## src/rtl/inst_cache_ctrl_pkg.sv

```systemverilog
// Shared geometry constants and FSM state type for the instruction-cache miss/refill controller.
// 64 lines x 4 words: tag = addr[31:10], index = addr[9:4], word = addr[3:2].
package inst_cache_ctrl_pkg;

  localparam int ICACHE_INDEX     = 6;
  localparam int ITAGLSB          = 10;
  localparam int ITAGMSB          = 31;
  localparam int ICACHE_WORD_BITS = ITAGLSB - ICACHE_INDEX - 2;
  localparam int ICACHE_SIZE      = 1 << ICACHE_INDEX;
  localparam int ITAG_W           = ITAGMSB - ITAGLSB + 1;

  typedef enum logic [1:0] {
    IDLE,
    REFILL,
    TAG_WR,
    FLUSH
  } icache_state_t;

endpackage

```

## src/rtl/inst_cache_ctrl.sv

```systemverilog
// Direct-mapped I-cache miss/refill controller: 0-cycle hit, line refill word by word, then tag write.
// Fetch is held via stall during refill/flush; memory words are accepted only on mem_ack.
module inst_cache_ctrl
  import inst_cache_ctrl_pkg::*;
#(
  parameter int ADDR_W = 32,
  parameter int DATA_W = 32
) (
  input  logic                                 clock,
  input  logic                                 reset,
  input  logic                                 fetch_valid,
  input  logic [ADDR_W-1:0]                    fetch_addr,
  input  logic                                 flush,
  output logic                                 stall,
  output logic                                 hit,
  output logic                                 tag_we,
  output logic [ICACHE_INDEX-1:0]              tag_index,
  output logic                                 tag_valid_in,
  output logic [ITAG_W-1:0]                    tag_in,
  input  logic                                 tag_valid_out,
  input  logic [ITAG_W-1:0]                    tag_out,
  output logic                                 dram_we,
  output logic [ICACHE_INDEX+ICACHE_WORD_BITS-1:0] dram_addr,
  output logic [DATA_W-1:0]                    dram_wdata,
  output logic                                 mem_req,
  output logic [ADDR_W-1:0]                    mem_addr,
  input  logic                                 mem_ack,
  input  logic [DATA_W-1:0]                    mem_rdata
);

  localparam int WORD_BITS  = ICACHE_WORD_BITS;
  localparam int LINE_WORDS = 1 << WORD_BITS;
  localparam int IDX_W      = ICACHE_INDEX;

  icache_state_t        state, state_nxt;
  logic [WORD_BITS-1:0] word_cnt, word_cnt_nxt;
  logic [IDX_W-1:0]     flush_cnt, flush_cnt_nxt;
  logic                 flush_pend, flush_pend_nxt;
  logic [ITAG_W-1:0]    lat_tag;
  logic [IDX_W-1:0]     lat_index;
  logic                 lat_en;

  logic [ITAG_W-1:0]    fetch_tag;
  logic [IDX_W-1:0]     fetch_index;
  logic                 lookup_hit;
  logic                 last_word;
  logic                 last_index;
  logic                 unused_addr_bits;

  assign fetch_tag        = fetch_addr[ITAGMSB:ITAGLSB];
  assign fetch_index      = fetch_addr[ITAGLSB-1:ITAGLSB-IDX_W];
  assign unused_addr_bits = ^fetch_addr[ITAGLSB-IDX_W-1:0];
  assign lookup_hit       = fetch_valid & tag_valid_out & (tag_out == fetch_tag);
  assign last_word        = (word_cnt == WORD_BITS'(LINE_WORDS - 1));
  assign last_index       = (flush_cnt == IDX_W'(ICACHE_SIZE - 1));

  always_comb begin
    state_nxt      = state;
    word_cnt_nxt   = word_cnt;
    flush_cnt_nxt  = flush_cnt;
    flush_pend_nxt = flush_pend;
    lat_en         = 1'b0;
    stall          = 1'b0;
    hit            = 1'b0;
    tag_we         = 1'b0;
    tag_index      = fetch_index;
    tag_valid_in   = 1'b0;
    tag_in         = '0;
    dram_we        = 1'b0;
    dram_addr      = {lat_index, word_cnt};
    dram_wdata     = mem_rdata;
    mem_req        = 1'b0;
    mem_addr       = ADDR_W'({lat_tag, lat_index, word_cnt, 2'b00});

    case (state)
      IDLE: begin
        hit = lookup_hit;
        if (flush) begin
          stall         = 1'b1;
          flush_cnt_nxt = '0;
          state_nxt     = FLUSH;
        end else if (fetch_valid && !lookup_hit) begin
          stall        = 1'b1;
          lat_en       = 1'b1;
          word_cnt_nxt = '0;
          state_nxt    = REFILL;
        end
      end

      REFILL: begin
        // A flush arriving mid-line is deferred; the memory transaction always completes.
        stall   = 1'b1;
        mem_req = 1'b1;
        if (flush) flush_pend_nxt = 1'b1;
        if (mem_ack) begin
          dram_we      = 1'b1;
          word_cnt_nxt = word_cnt + 1'b1;
          if (last_word) state_nxt = TAG_WR;
        end
      end

      TAG_WR: begin
        stall        = 1'b1;
        tag_we       = 1'b1;
        tag_valid_in = 1'b1;
        tag_in       = lat_tag;
        tag_index    = lat_index;
        if (flush_pend || flush) begin
          flush_pend_nxt = 1'b1;
          flush_cnt_nxt  = '0;
          state_nxt      = FLUSH;
        end else begin
          state_nxt = IDLE;
        end
      end

      FLUSH: begin
        stall         = 1'b1;
        tag_we        = 1'b1;
        tag_index     = flush_cnt;
        flush_cnt_nxt = flush_cnt + 1'b1;
        if (last_index) begin
          flush_pend_nxt = 1'b0;
          state_nxt      = IDLE;
        end
      end

      default: state_nxt = IDLE;
    endcase

    // Strobes are held quiet while reset is asserted so RAMs and memory see nothing.
    if (reset) begin
      stall   = 1'b0;
      hit     = 1'b0;
      tag_we  = 1'b0;
      dram_we = 1'b0;
      mem_req = 1'b0;
    end
  end

  always_ff @(posedge clock) begin
    if (reset) begin
      state      <= IDLE;
      word_cnt   <= '0;
      flush_cnt  <= '0;
      flush_pend <= 1'b0;
    end else begin
      state      <= state_nxt;
      word_cnt   <= word_cnt_nxt;
      flush_cnt  <= flush_cnt_nxt;
      flush_pend <= flush_pend_nxt;
    end
  end

  always_ff @(posedge clock) begin
    if (lat_en && !reset) begin
      lat_tag   <= fetch_tag;
      lat_index <= fetch_index;
    end
  end

endmodule

```

## config.mk

```make
export PLATFORM = sky130hd
export DESIGN_NAME = inst_cache_ctrl
export DESIGN_NICKNAME = d
export VERILOG_FILES = /design/src/rtl/inst_cache_ctrl_pkg.sv /design/src/rtl/inst_cache_ctrl.sv
export SDC_FILE = /design/constraint.sdc
export NUM_CORES = 1
export LEC_CHECK = 0
export BUFFER_PORTS_ARGS = -buffer_cell sky130_fd_sc_hd__buf_2
export CAP_MARGIN = 20
export CORE_MARGIN = 1.5
export CORE_UTILIZATION = 25
export DETAILED_ROUTE_END_ITERATION = 10
export SYNTH_ARGS = -nofsm -noshare
export SYNTH_HDL_FRONTEND = slang
export SYNTH_SLANG_ARGS = --single-unit
export TNS_END_PERCENT = 50
```

## constraint.sdc

```tcl
create_clock -name clock -period 5 [get_ports clock]
set_clock_uncertainty 0.1 [all_clocks]
set_input_delay 0.75 -clock clock [delete_from_list [all_inputs] [get_ports clock]]
set_output_delay 0.75 -clock clock [all_outputs]
set_load 0.03 [all_outputs]
```

==> flow_summary.ini, run 1 <==
[cts]
cts_made_buffers = 5
root_buffer = clkbuf_8
cts.sinks = 39
ctsHoldBuffers = 0
cts_tree = yes
clockBufferDepth = 2
cts_resized = 0
post_cts_buffers = 0
cts.htree.levels = 2
clk_pin_slew_ps = 80
worstSkewPairLatency_ps = 290

[layout]
drive_gt1_share_pct = 45.08
antenna_cells = 0
n_fill_cell = 921
layout_commonest_cell = buf_2
area_growth_pct = 24.00
fin_nets = 408
layout_common_cells = 127 x buf_2, 28 x edfxtp_1, 23 x and2_1, 19 x nor2_1, 16 x xnor2_1
finalInstanceArea_um2 = 2897

[synthesis]
ys_seq_area_share_pct = 45.42
netlist_area_um2 = 2336
synth_top_area_share_pct = 35.99
synth-seq-cells = 39
syn_area_per_cell_um2 = 10.29
synth-edff-count = 28
ys_warn_count = 0
async_flop_share_pct = 0
yosys_most_used_dff = edfxtp_1
ys_types = 38
synth.area.top_cells = edfxtp_1 36%, buf_4 13%, dfxtp_1 9.4%
synthCells = 227
synth.largest_area_cell = edfxtp_1

[power_and_ir_drop]
powerDensity_nw_per_um2 = 273.2
p_sw_mw = 0.2284
internal_power_mw = 0.5630
peakVddDrop_mv = 0.1392
comb_power_share_pct = 20.4
switching_share_pct = 28.86
pwr-share-seq_pct = 47.1
power.total_mw = 0.7914
p_leak_nw = 1.311
pwr-share-clk_pct = 32.5

[timing]
finalCriticalPeriod_ps = 3475
finalWorstSetupSlack_ps = 1525
slew_headroom_pct = 35.92
max_freq_mhz = 287.8
finalHoldViolCount = 0
max_slew.worst_pin.slew_ps = 959.8
slew_violations = 0
finalSetupTns_ps = 0
setup_viol = 0
fin_crit_sh_pct = 69.50
rsz0062_at_grt = false

[critical_path]
r2r_setup_slack_ps = 2220
critical-path-max-stage-delay_ps = 500
critPathRequiredTime_ps = 4150
critPathMostFrequentCell = buf_2
end_kind = output port
critPathBufInv = 2
worstPathMaxFanout = 6
worst_ep_arrival_time_ps = 2620
cp_cell_sequence = buf_2 -> xnor2_1 -> nand4_1 -> or4_4 -> nor4_4 -> nor4b_4 -> buf_2
cpMaxStageDelayCell = nor4_4
cp_top_family = simple AND/OR/NAND/NOR gates
cp-start-kind = input port
worstSetupPathType = in2out

[route]
drt_iter0_drc = 53
via_per_inst = 4.322
first_pass_iters = 5
wl_mm = 5.542
final_antenna_net_count = 0
drc = 0
vias = 1841
wl_per_cell_um = 13.01

[die]
pin_count = 198
start_util_pct = 25.52
die_h_um = 99.67
num_rows = 35
die_area_um2 = 9933
die_x_um = 99.67
core_area_um2 = 9153

[place]
portBuffers = 127
gp_congestion = 0.7266
pre_cts_ws_ps = 1489
dp_hpwl_mm = 4.483
dpl_cell_area_um2 = 2789

[status]
status = finished clean

[grt]
grt_pass1_wl_mm = 8.473
first_global_vias = 1737
gr-total-overflow = 0
grt_use_total_pct = 11.04
grt_antenna_before_repair = 0
grt_max_degree = 31

[job]
drv_cap = 0

[min_path]
hold_path.class = reg2reg
==> state kept, by name, indices dropped and copies added (netlist names) <==
signal,cells
state,2
flush_pend,1
word_cnt,2
lat_tag,22
flush_cnt,6
lat_index,6
==> per-layer routing <==
layer,part of all wire [%],vias up,track usage [%]
met2,52,101,20.41
met5,0,-,0
li1,-,913,-
met4,1.2,0,3.900
met3,7.8,10,3.795
met1,39,817,11.55
==> cells in the mapped netlist (all sizes together), types with 2 or more instances <==
library cell  instances
nand4                 6
a21oi                12
xnor2                16
edfxtp               28
mux2i                 6
clkbuf                7
buf                  43
and3                  2
ha                    2
and2                 23
inv                   4
nor4                  2
nand2                 6
dfxtp                11
o21ai                 6
nor3                  3
xor2                 11
nor4b                 2
nor2                 19
nor2b                 3
==> path summary, 6_finish.rpt <==
check | depth (start not counted) | startpoint | to
max | 7 | fetch_addr[27] | hit
min | 2 | flush_pend | flush_pend
max reg2reg | 3 | state[1] | lat_tag[13]
min reg2reg | 2 | flush_pend | flush_pend
==> worst min-delay path, cell delays in order (launching register included) <==
cell	delay, ps
dfxtp_1	340
inv_1	80
a211oi_1	60
==> power by group through the flow <==
stage | sequential, mW | clock [mW] | combinational, mW
global route | 0.375 | 0.281 | 0.176
floorplan | 0.380 | 0 | 0.152
CTS | 0.373 | 0.269 | 0.164
detailed placement | 0.381 | 0 | 0.163
global placement | 0.380 | 0 | 0.161
finish | 0.373 | 0.257 | 0.162
==> through the flow <==
step / utilization (%) / std cells / hold slack, ps
after global routing: 31.65 / 426 / 456.7
final: 31.65 / 426 / 429.1
after detailed placement: 30.47 / 418 / 413.7
after global placement: 30.47 / 418 / 399.9
after floorplan: - / 228 / 375.3
after CTS: 31.65 / 426 / 426.5
==> logic make-up (layout without fill, tap and decap cells) <==
group / after synthesis / after routing / share of synthesized area, %
compound gates: 27 / 27 / 7.178
xor+xnor: 27 / 27 / 10.12
fa+ha+maj: 2 / 2 / 1.071
buf+inv: 54 / 141 / 15.48
flops: 39 / 39 / 45.42
mux: 6 / 6 / 2.571
other cells: 1 / 2 / 0.1605
simple gates: 71 / 71 / 18.00
==> final cells by class <==
class / instances / area (µm²) / area share [%]
Inverter: 4 / 15.01 / 0.5184
Multi-Input combinational cell: 135 / 923.4 / 31.88
Clock inverter: 3 / 38.79 / 1.339
Sequential cell: 39 / 1061 / 36.63
Clock buffer: 5 / 68.82 / 2.376
Timing Repair Buffer: 129 / 650.6 / 22.46
Tap cell: 111 / 138.9 / 4.795
Power figures use the tool's default switching activity.
==> inputs of run 2 (changes only) <==
==> constraint.sdc (replaced) <==
create_clock -name clock -period 3.6 [get_ports clock]
set_clock_uncertainty 0.1 [all_clocks]
set_input_delay 0.54 -clock clock [delete_from_list [all_inputs] [get_ports clock]]
set_output_delay 0.54 -clock clock [all_outputs]
set_load 0.03 [all_outputs]
==> run 2 against run 1 <==
  * Clock power increased by 40%
  * Design area increased by 1.1%
  * Worst setup slack got worse by 890 ps
  * Hold slack got worse by 90 ps
  * Non-clock buffer count increased by 3
  * Critical path depth increased by 1
  * Sequential share of layout area decreased by 0.39 points
  * Largest cell class unchanged
  * Flip-flop and latch count unchanged
==> flow_summary.ini, run 2 (same netlist as run 1, synthesis figures left out) <==
[status]
status = finished clean

[place]
portBuffers = 127
dp_hpwl_mm = 4.342
dpl_cell_area_um2 = 2820
pre_cts_ws_ps = 599.8
gp_congestion = 0.7103

[timing]
holdWs_ps = 339.4
slew_violations = 0
setup_viol = 0
slew_headroom_pct = 62.54
rsz0062_at_grt = false
finalSetupTns_ps = 0
finalHoldViolCount = 0
max_freq_mhz = 337.8
finalWorstSetupSlack_ps = 639.9
max_slew.worst_pin.slew_ps = 559.5
finalCriticalPeriod_ps = 2960
fin_crit_sh_pct = 82.23

[critical_path]
critical-path-max-stage-delay_ps = 500
end_kind = output port
worstPathMaxFanout = 5
critPathRequiredTime_ps = 2960
cpMaxStageDelayCell = or4_4
cp_top_family = simple AND/OR/NAND/NOR gates
critPathBufInv = 3
cp-start-kind = input port
cp_cell_sequence = buf_2 -> xnor2_1 -> nand3_1 -> or4_4 -> nor4_4 -> buf_4 -> a21boi_0 -> buf_2
worst_ep_arrival_time_ps = 2320
worstSetupPathType = in2out
critPathMostFrequentCell = buf_2

[grt]
grt_max_degree = 30
gr-total-overflow = 0
grt_antenna_before_repair = 0
first_global_vias = 1719
grt_pass1_wl_mm = 8.211
grt_use_total_pct = 10.57

[cts]
worstSkewPairLatency_ps = 290
clk_pin_slew_ps = 80
ctsHoldBuffers = 0
root_buffer = clkbuf_8
cts_made_buffers = 5
cts.htree.levels = 2
cts_tree = yes
cts.sinks = 39
cts_resized = 0
post_cts_buffers = 0
clockBufferDepth = 2

[route]
first_pass_iters = 4
drc = 0
vias = 1858
final_antenna_net_count = 0
via_per_inst = 4.331
drt_iter0_drc = 93
wl_mm = 5.519
wl_per_cell_um = 12.86

[power_and_ir_drop]
p_leak_nw = 1.331
peakVddDrop_mv = 0.1527
powerDensity_nw_per_um2 = 377.4

[layout]
max_flop_register = lat_tag
layout_commonest_cell = buf_2
antenna_cells = 0
area_growth_pct = 25.33
finish.utilization_pct = 31.99
n_fill_cell = 929
largest_reg_flops = 22
layout_common_cells = 127 x buf_2, 28 x edfxtp_1, 23 x and2_1, 19 x nor2_1, 16 x xnor2_1
finalInstanceArea_um2 = 2928
fin_nets = 411
drive_gt1_share_pct = 45.60
top_regs = lat_tag x22, flush_cnt x6, lat_index x6

[die]
pin_count = 198
num_rows = 35
die_area_um2 = 9933
core_area_um2 = 9153
start_util_pct = 25.52
die_h_um = 99.67
die_x_um = 99.67

[min_path]
hold_path.class = in2reg

[job]
drv_cap = 0
==> run 2: cell types whose count changed in the layout (fill, tap and decap cells not counted), sizes merged <==
cell / delta
buf: +3
==> run 2: power by group <==
group | switching, mW | internal (mW)
clock | 0.157 | 0.203
sequential | 0.00757 | 0.494
combinational | 0.156 | 0.0876
==> run 2: final cells by class <==
cell class                      count  area (µm²)  share of cell area [%]
Clock inverter                      3       38.79                   1.325
Tap cell                          111       138.9                   4.744
Clock buffer                        5       68.82                   2.350
Timing Repair Buffer              132       673.1                   22.99
Multi-Input combinational cell    135       932.1                   31.84
Sequential cell                    39        1061                   36.24
Inverter                            4       15.01                  0.5128
==> run 2: stage by stage <==
stage / cells / total power, mW
3_3_place_gp: 421 / 0.7554
2_1_floorplan: 228 / 0.7400
4_1_cts: 429 / 1.124
5_1_grt: 429 / 1.156
6_report: 429 / 1.105
3_5_place_dp: 421 / 0.7586
==> run 2: routing by layer <==
| metal | GRT usage [%] | share of wire (%) | vias up |
|---|---|---|---|
| met4 | 3.250 | 1.2 | 0 |
| met1 | 12.08 | 41 | 837 |
| met5 | 0 | 0 | - |
| met2 | 18.79 | 51 | 94 |
| met3 | 3.303 | 6.8 | 12 |
| li1 | - | - | 915 |
==> run 2: worst paths after layout <==
check	startpoint	endpoint	slack, ps	cells past startpoint
hold reg to reg	flush_pend	flush_pend	430	2
hold / removal	fetch_addr[8]	lat_index[4]	340	1
setup reg to reg	state[0]	lat_tag[2]	1320	4
setup / recovery	fetch_addr[18]	stall	640	8
